$ cat src/rtl/control_unit.sv
// control_unit: hardwired Moore sequencer for the Mini SRC CPU.
// Four fetch steps (F0-F3), then an opcode-dependent execute sequence (T4-T9).
module control_unit #(
  parameter logic [4:0] ALU_ADD = 5'b00011
) (
  input  logic        clock,
  input  logic        clear,
  input  logic [31:0] ir,
  input  logic        con,
  input  logic        stop,
  output logic        Gra, Grb, Grc, Rin, Rout, BAout,
  output logic        Yin, Zin, Zhighout, Zlowout,
  output logic        HIin, HIout, LOin, LOout,
  output logic        PCin, PCout, IncPC, IRin,
  output logic        MDRin, MDRout, MARin, Read,
  output logic        memRead, memWrite,
  output logic        Cout, CONin, InPortOut, OutPortIn,
  output logic [4:0]  alu_op,
  output logic        run
);
  localparam logic [4:0] OP_LD   = 5'b00000, OP_LDI  = 5'b00001, OP_ST   = 5'b00010;
  localparam logic [4:0] OP_ADDI = 5'b01011, OP_ANDI = 5'b01100, OP_ORI  = 5'b01101;
  localparam logic [4:0] OP_MUL  = 5'b01110, OP_DIV  = 5'b01111;
  localparam logic [4:0] OP_NEG  = 5'b10000, OP_NOT  = 5'b10001, OP_BR   = 5'b10010;
  localparam logic [4:0] OP_JR   = 5'b10011, OP_IN   = 5'b10101, OP_OUT  = 5'b10110;
  localparam logic [4:0] OP_MFHI = 5'b10111, OP_MFLO = 5'b11000, OP_HALT = 5'b11010;

  // states: RESET idle after clear | F0-F3 fetch | T4-T9 execute | HALT sticky until clear
  typedef enum logic [3:0] {
    S_RESET, S_F0, S_F1, S_F2, S_F3, S_T4, S_T5, S_T6, S_T7, S_T8, S_T9, S_HALT
  } state_t;

  state_t     r_state, w_next, w_last, w_done;
  logic [4:0] w_op;
  logic       w_imm;
  logic       w_unused_ir;

  assign w_op        = ir[31:27];
  assign w_imm       = (w_op == OP_ADDI) || (w_op == OP_ANDI) || (w_op == OP_ORI);
  assign w_unused_ir = ^ir[26:0];
  assign w_done      = stop ? S_HALT : S_F0;

  // Final step of each instruction; S_F3 means no execute phase at all.
  always_comb begin
    w_last = S_F3;
    case (w_op) inside
      OP_LD:                                 w_last = S_T9;
      OP_ST:                                 w_last = S_T8;
      OP_MUL, OP_DIV, OP_BR:                 w_last = S_T7;
      OP_LDI, [5'b00011:5'b01101]:           w_last = S_T6;
      OP_NEG, OP_NOT:                        w_last = S_T5;
      OP_JR, OP_IN, OP_OUT, OP_MFHI, OP_MFLO: w_last = S_T4;
      default:                               w_last = S_F3;
    endcase
  end

  always_comb begin
    w_next = r_state;
    case (r_state)
      S_RESET: w_next = S_F0;
      S_F0:    w_next = S_F1;
      S_F1:    w_next = S_F2;
      S_F2:    w_next = S_F3;
      S_F3: begin
        if (w_op == OP_HALT)     w_next = S_HALT;
        else if (w_last == S_F3) w_next = w_done;
        else                     w_next = S_T4;
      end
      S_T4:    w_next = (w_last == S_T4) ? w_done : S_T5;
      S_T5:    w_next = (w_last == S_T5) ? w_done : S_T6;
      S_T6:    w_next = (w_last == S_T6) ? w_done : S_T7;
      S_T7:    w_next = (w_last == S_T7) ? w_done : S_T8;
      S_T8:    w_next = (w_last == S_T8) ? w_done : S_T9;
      S_T9:    w_next = w_done;
      S_HALT:  w_next = S_HALT;
      default: w_next = S_RESET;
    endcase
  end

  always_ff @(posedge clock or negedge clear) begin
    if (!clear) r_state <= S_RESET;
    else        r_state <= w_next;
  end

  always_comb begin
    Gra = 1'b0; Grb = 1'b0; Grc = 1'b0; Rin = 1'b0; Rout = 1'b0; BAout = 1'b0;
    Yin = 1'b0; Zin = 1'b0; Zhighout = 1'b0; Zlowout = 1'b0;
    HIin = 1'b0; HIout = 1'b0; LOin = 1'b0; LOout = 1'b0;
    PCin = 1'b0; PCout = 1'b0; IncPC = 1'b0; IRin = 1'b0;
    MDRin = 1'b0; MDRout = 1'b0; MARin = 1'b0; Read = 1'b0;
    memRead = 1'b0; memWrite = 1'b0;
    Cout = 1'b0; CONin = 1'b0; InPortOut = 1'b0; OutPortIn = 1'b0;
    alu_op = 5'b00000;
    run = (r_state != S_RESET) && (r_state != S_HALT);
    case (r_state)
      S_F0: begin PCout = 1'b1; MARin = 1'b1; IncPC = 1'b1; Zin = 1'b1; end
      S_F1: begin Zlowout = 1'b1; PCin = 1'b1; memRead = 1'b1; end
      S_F2: begin memRead = 1'b1; Read = 1'b1; MDRin = 1'b1; end
      S_F3: begin MDRout = 1'b1; IRin = 1'b1; end
      S_T4, S_T5, S_T6, S_T7, S_T8, S_T9: begin
        case (w_op) inside
          [5'b00011:5'b01101]: begin
            case (r_state)
              S_T4: begin Grb = 1'b1; Rout = 1'b1; Yin = 1'b1; end
              S_T5: begin
                Cout = w_imm; Grc = !w_imm; Rout = !w_imm;
                Zin = 1'b1; alu_op = w_op;
              end
              S_T6: begin Zlowout = 1'b1; Gra = 1'b1; Rin = 1'b1; end
              default: ;
            endcase
          end
          OP_LD, OP_LDI, OP_ST: begin
            case (r_state)
              S_T4: begin Grb = 1'b1; BAout = 1'b1; Yin = 1'b1; end
              S_T5: begin Cout = 1'b1; Zin = 1'b1; alu_op = ALU_ADD; end
              S_T6: begin
                Zlowout = 1'b1;
                if (w_op == OP_LDI) begin Gra = 1'b1; Rin = 1'b1; end
                else                MARin = 1'b1;
              end
              S_T7: begin
                if (w_op == OP_LD) memRead = 1'b1;
                else begin Gra = 1'b1; Rout = 1'b1; MDRin = 1'b1; end
              end
              S_T8: begin
                if (w_op == OP_LD) begin memRead = 1'b1; Read = 1'b1; MDRin = 1'b1; end
                else               memWrite = 1'b1;
              end
              S_T9: begin MDRout = 1'b1; Gra = 1'b1; Rin = 1'b1; end
              default: ;
            endcase
          end
          OP_MUL, OP_DIV: begin
            case (r_state)
              S_T4: begin Gra = 1'b1; Rout = 1'b1; Yin = 1'b1; end
              S_T5: begin Grb = 1'b1; Rout = 1'b1; Zin = 1'b1; alu_op = w_op; end
              S_T6: begin Zlowout = 1'b1; LOin = 1'b1; end
              S_T7: begin Zhighout = 1'b1; HIin = 1'b1; end
              default: ;
            endcase
          end
          OP_NEG, OP_NOT: begin
            if (r_state == S_T4) begin Grb = 1'b1; Rout = 1'b1; Zin = 1'b1; alu_op = w_op; end
            else begin Zlowout = 1'b1; Gra = 1'b1; Rin = 1'b1; end
          end
          OP_BR: begin
            case (r_state)
              S_T4: begin Gra = 1'b1; Rout = 1'b1; CONin = 1'b1; end
              S_T5: begin PCout = 1'b1; Yin = 1'b1; end
              S_T6: begin Cout = 1'b1; Zin = 1'b1; alu_op = ALU_ADD; end
              S_T7: begin Zlowout = con; PCin = con; end
              default: ;
            endcase
          end
          OP_JR:   begin Gra = 1'b1; Rout = 1'b1; PCin = 1'b1; end
          OP_IN:   begin InPortOut = 1'b1; Gra = 1'b1; Rin = 1'b1; end
          OP_OUT:  begin Gra = 1'b1; Rout = 1'b1; OutPortIn = 1'b1; end
          OP_MFHI: begin HIout = 1'b1; Gra = 1'b1; Rin = 1'b1; end
          OP_MFLO: begin LOout = 1'b1; Gra = 1'b1; Rin = 1'b1; end
          default: ;
        endcase
      end
      default: ;
    endcase
  end
endmodule

$ cat config.mk
export PLATFORM = sky130hd
export DESIGN_NAME = control_unit
export DESIGN_NICKNAME = d
export VERILOG_FILES = /design/src/rtl/control_unit.sv
export SDC_FILE = /design/constraint.sdc
export NUM_CORES = 1
export LEC_CHECK = 0
export BUFFER_PORTS_ARGS = -buffer_cell sky130_fd_sc_hd__buf_4
export CAP_MARGIN = 40
export CORE_MARGIN = 5
export CORE_UTILIZATION = 41
export CTS_CLUSTER_SIZE = 12
export DETAILED_ROUTE_END_ITERATION = 8
export PLACE_DENSITY = 0.78
export REMOVE_ABC_BUFFERS = 1
export SKIP_CTS_REPAIR_TIMING = 1
export SYNTH_ARGS = -nofsm -noshare
export SYNTH_HDL_FRONTEND = slang
export SYNTH_SLANG_ARGS = --single-unit
$ cat constraint.sdc
create_clock -name clock -period 2.38 [get_ports clock]
set_clock_uncertainty 0.05 [all_clocks]
set_input_delay 0.476 -clock clock [delete_from_list [all_inputs] [get_ports clock]]
set_output_delay 0.476 -clock clock [all_outputs]
set_load 0.01 [all_outputs]
## Yosys cells after proc, flatten, opt, wreduce, memory -nomap -nowiden

Cells that the tools add are included.

- Register bits: 4
- Input port bits: 36
- Output and inout port bits: 34
- Logic and storage cells: 245

- Magnitude comparators: 2
- Equal/unequal tests: 34
- Multiplexer cells: 190
- Reductions and logical operators: 18

Operators by type and width:

| operator | number |
|---|---|
| $mux W1 | 153 |
| $mux W4 | 12 |
| $pmux W4 S12 | 1 |
| $eq A5 B5 Y1 const B | 9 |
| $mux W5 | 7 |
| $eq A4 B3 Y1 const B | 8 |
| $eq A5 B4 Y1 const B | 5 |
| $eq A4 B4 Y1 const B | 6 |
| $pmux W1 S2 | 12 |
| $reduce_or A2 Y1 | 6 |
| $eq A4 B2 Y1 const B | 2 |
| $mux W2 | 4 |
| $reduce_or A3 Y1 | 2 |
| $reduce_or A6 Y1 | 1 |
| $eq A5 B1 Y1 const B | 1 |
| $eq A5 B2 Y1 const B | 1 |
| $ge A5 B2 Y1 const B | 1 |
| $le A5 B4 Y1 const B | 1 |
| $logic_not A5 Y1 | 1 |
| $reduce_or A5 Y1 | 1 |
| $eq A4 B1 Y1 const B | 1 |
| $logic_not A4 Y1 | 1 |
| $ne A4 B4 Y1 const B | 1 |
| $reduce_bool A4 Y1 | 1 |
| other kinds (4) | 6 |

## Logic depth before layout (Yosys ltp)

- Word-level depth: 12
- Mapped depth: 7
- Depth with buffers taken out: 5

## Worst setup path after synthesis

OpenSTA, ideal clock, no wires.

- Path type: input port to output port
- Start: input port ir[29]
- End: output port PCin
- Arrival: 1939 ps
- Required time: 1854 ps
- Slack: -85 ps
- Stages on the path: 6
- Path buffers: 2
- Path through: buf_2 > or3b_1 > buf_2 > or3_4 > maj3_2 > o22ai_2

- Cells in the longest elaborated chain, start to end: 8
- Elaborated cells between the ends (all ways): 22
- Classes of those cells: 2 x order compare; 8 x eq/ne; 7 x mux; 5 x reduce/logical

Ends and longest elaborated chain:

| element | RTL line | RTL |
|---|---|---|
| start: declaration | 8 | `input logic [31:0] ir,` |
| $eq A5 B5 Y1 (no source line) | n/a |  |
| $mux W1 (5 in series) | 101 | `case (w_op) inside` |
| $mux W1 * | 101 |  |
| $pmux W1 S2 * | 95 | `case (r_state)` |
| end: declaration | 14 | `output logic PCin, PCout, IncPC, IRin,` |

Mark *: on every way between the ends. The rest lies on a longest branch, timed or not.

## Final worst setup path

- Start: register r_state[0]
- End: output port PCin

- Cells in the longest elaborated chain, start to end: 8
- Elaborated cells between the ends (all ways): 15
- Classes of those cells: 7 x eq/ne; 7 x mux; 1 x reduce/logical

Ends and longest elaborated chain:

| element | RTL line | RTL |
|---|---|---|
| start: declaration | 33 | `state_t r_state, w_next, w_last, w_done;` |
| start signal: assignment | 82 | `else r_state <= w_next;` |
| $eq A4 B4 Y1 | 95, 148 |  |
| $mux W1 | 148 | `case (r_state)` |
| $mux W1 (5 in series) | 101 |  |
| $pmux W1 S2 * | 95 |  |

Marks and branches as above.

==> run metrics <==
Slew Limit Headroom=72.65%; leading cell types by count after synthesis=nor2_1 (29), nand2_1 (15), o21ai_0 (14); Worst-Margin Slew=0.4074 ns; Post-synth EDFFs=0; max cap viols=0; row cnt=20; design area=0.002136 mm²; outcome=complete, but fails checks; post-route clock period utilization=111.7%; Clock Power Share=5.2%; vias in the first global route=1598; Clock Sinks=4; Yosys top cell by area=nor2_1; most flop-heavy register=r_state; clk buf depth=2; Hold WC Path Type=primary input to register; Pins Over Slew Limit=0; root buf cell=clkbuf_4; worst hold slack=0.4759 ns; CP required=1.85 ns; hold path depth=3; Worst path max stage delay=0.45 ns; final setup vio count=14; Syn Std Cell Area=0.001250 mm²; Sw Ratio=48.31%; placed insts=292; DR WL/cell=17.36 µm; TritonCTS clock tree=yes; Worst-Skew Late Latency=0.25 ns; Final Hold Fails=0; Critical Path Fanout Max=4; H-tree depth=1; DR vias/cell=6.010; P_sw=870.3 µW; global-route wire length before repair=7534 µm; syn_area_per_cell=6.281 µm²; Worst setup SP type=register; peak supply drop=522.1 µV; Comb power frac=85.9%; Die Y=65.22 µm; slowest stage cell, crit path=dfrtp_2; initial antenna violation count=0; initial core utilization=41.97%; Max Freq=376.0 MHz; GRT Util Overall=22.10%; Area after DPL=0.001817 mm²; fin crit period=2.659 ns; CP arrival=2.13 ns; Post-Synthesis Cells=199; Worst Setup Path Type=register to output pin; TritonCTS Buffers=3; library cells used by synthesis=59; top post-synthesis cells by area=nor2_1 (8.7%), dfrtp_1 (8.0%), o21ai_0 (5.6%), a21oi_1 (5.2%), nand2_1 (4.5%); RSZ-0062 raised after global routing=yes; top flop regs=r_state (4); ys flop type=dfrtp_1; sequential share of power=8.9%; PD cells=843.5 mW/mm²; Placer Congestion=0.9176; Routed WL=5260 µm; share of layout cells above drive strength 1=50.37%; DRC viols=0; post-synth top area share=8.709%; register bit total from synthesis=4; DR iter-0 viols=198; Pre-antenna DRT Iters=4; CP cell instances=nor4b_4 > a21oi_1 > or3_4 > maj3_2 > o22ai_2 > buf_4; vias post-DR=1821; # port buffers=42; max reg flops=4; setup TNS=-1.587 ns; CORE AREA=0.002978 mm²; register area share after synthesis=8.008%; die area=0.004253 mm²; Final ANT Viol Nets=0; GRT Residual Overflow=0; internal power=931.2 µW; Ports=70; ANT cells=0; Leak=0.0009263 µW; synth-to-layout area growth=70.87%; Layout Nets=308; DIE WIDTH=65.22 µm; asr flop ratio synth=100.0%; Synth warnings=0; hpwl dp=3644 µm; final worst slack=-0.2793 ns; Reg2Reg Depth=8; fill count=230; CP endpoint kind=output pin; fin cells=303; most frequent cell after synthesis=nor2_1; largest net degree at the start of global routing=22; Worst-path clk slew=0.05 ns; failing checks=setup timing
## worst max-delay path: cells and delay by family, from the launching register on
kind | cells | cell delay (ns)
AO/OA/AOI/OAI | 2 | 0.24
adder cells (fa/ha/maj) | 1 | 0.32
buffers and inverters | 1 | 0.15
flip-flops | 1 | 0.45
AND/OR/NAND/NOR | 2 | 0.71
## cell type report
type / instances / area [µm²] / area share, %
inverters: 5 / 18.77 / 0.8787
flip-flops and latches: 4 / 105.1 / 4.921
well taps: 33 / 41.29 / 1.933
clock buffers: 3 / 22.52 / 1.054
repair buffers: 92 / 760.7 / 35.62
multi-input cells: 166 / 1187 / 55.59
## power groups by stage
stage | Combinational [µW] | Sequential (µW) | Clock, µW
after detailed placement | 1250 | 138 | 0
final | 1550 | 160 | 94.0
after CTS | 1260 | 138 | 82.9
after global routing | 1660 | 164 | 99.6
after floorplan | 570 | 217 | 0
after global placement | 1240 | 137 | 0
## cell families after synthesis
kind of cell,Yosys count,synth area share [%]
and+or+nand+nor,93,41.24
AOI/OAI and AO/OA,67,35.84
buffers and inverters,29,9.910
DFF,4,8.008
muxes,3,2.603
adders and majority gates,2,1.702
xor gates and xnor gates,1,0.7008
## final timing paths
check / endpoint / startpoint / slack (ns)
hold / removal: r_state[1]$_DFF_PN0_ / stop / 0.48
max in group asynchronous: r_state[1]$_DFF_PN0_ / clear / 1.61
min in group asynchronous: r_state[0]$_DFF_PN0_ / clear / 0.54
setup / recovery: PCin / r_state[0]$_DFF_PN0_ / -0.28
hold reg to reg: r_state[2]$_DFF_PN0_ / r_state[3]$_DFF_PN0_ / 0.61
setup reg to reg: r_state[2]$_DFF_PN0_ / r_state[1]$_DFF_PN0_ / 0.58
## layer usage
layer	global-route usage, %	vias up	wire (µm)
li1	-	872	-
met1	30.40	842	2161
met2	36.54	101	2518
met3	2.564	6	516
met4	5.440	0	64
met5	0	-	0
## layout by cell type, fill, tap and decap left out, types with 4 or more instances in the layout
cell type	n
a21oi_1	11
a31oi_1	7
buf_4	80
buf_6	8
dfrtp_2	4
inv_1	4
nand2_1	12
nand2b_1	6
nor2_1	24
nor2_2	4
nor3_1	6
o21ai_0	10
o21ai_1	6
## through the flow
stage | power (µW) | util [%] | setup slack, ns
finish | 1802 | 71.72 | -0.2793
floorplan | 787.4 | - | -0.09812
detailed placement | 1392 | 61.01 | -0.1459
global placement | 1378 | 61.01 | -0.1381
CTS | 1482 | 61.76 | -0.2768
global route | 1921 | 71.72 | -0.3420
Power figures use the tool's default switching activity.
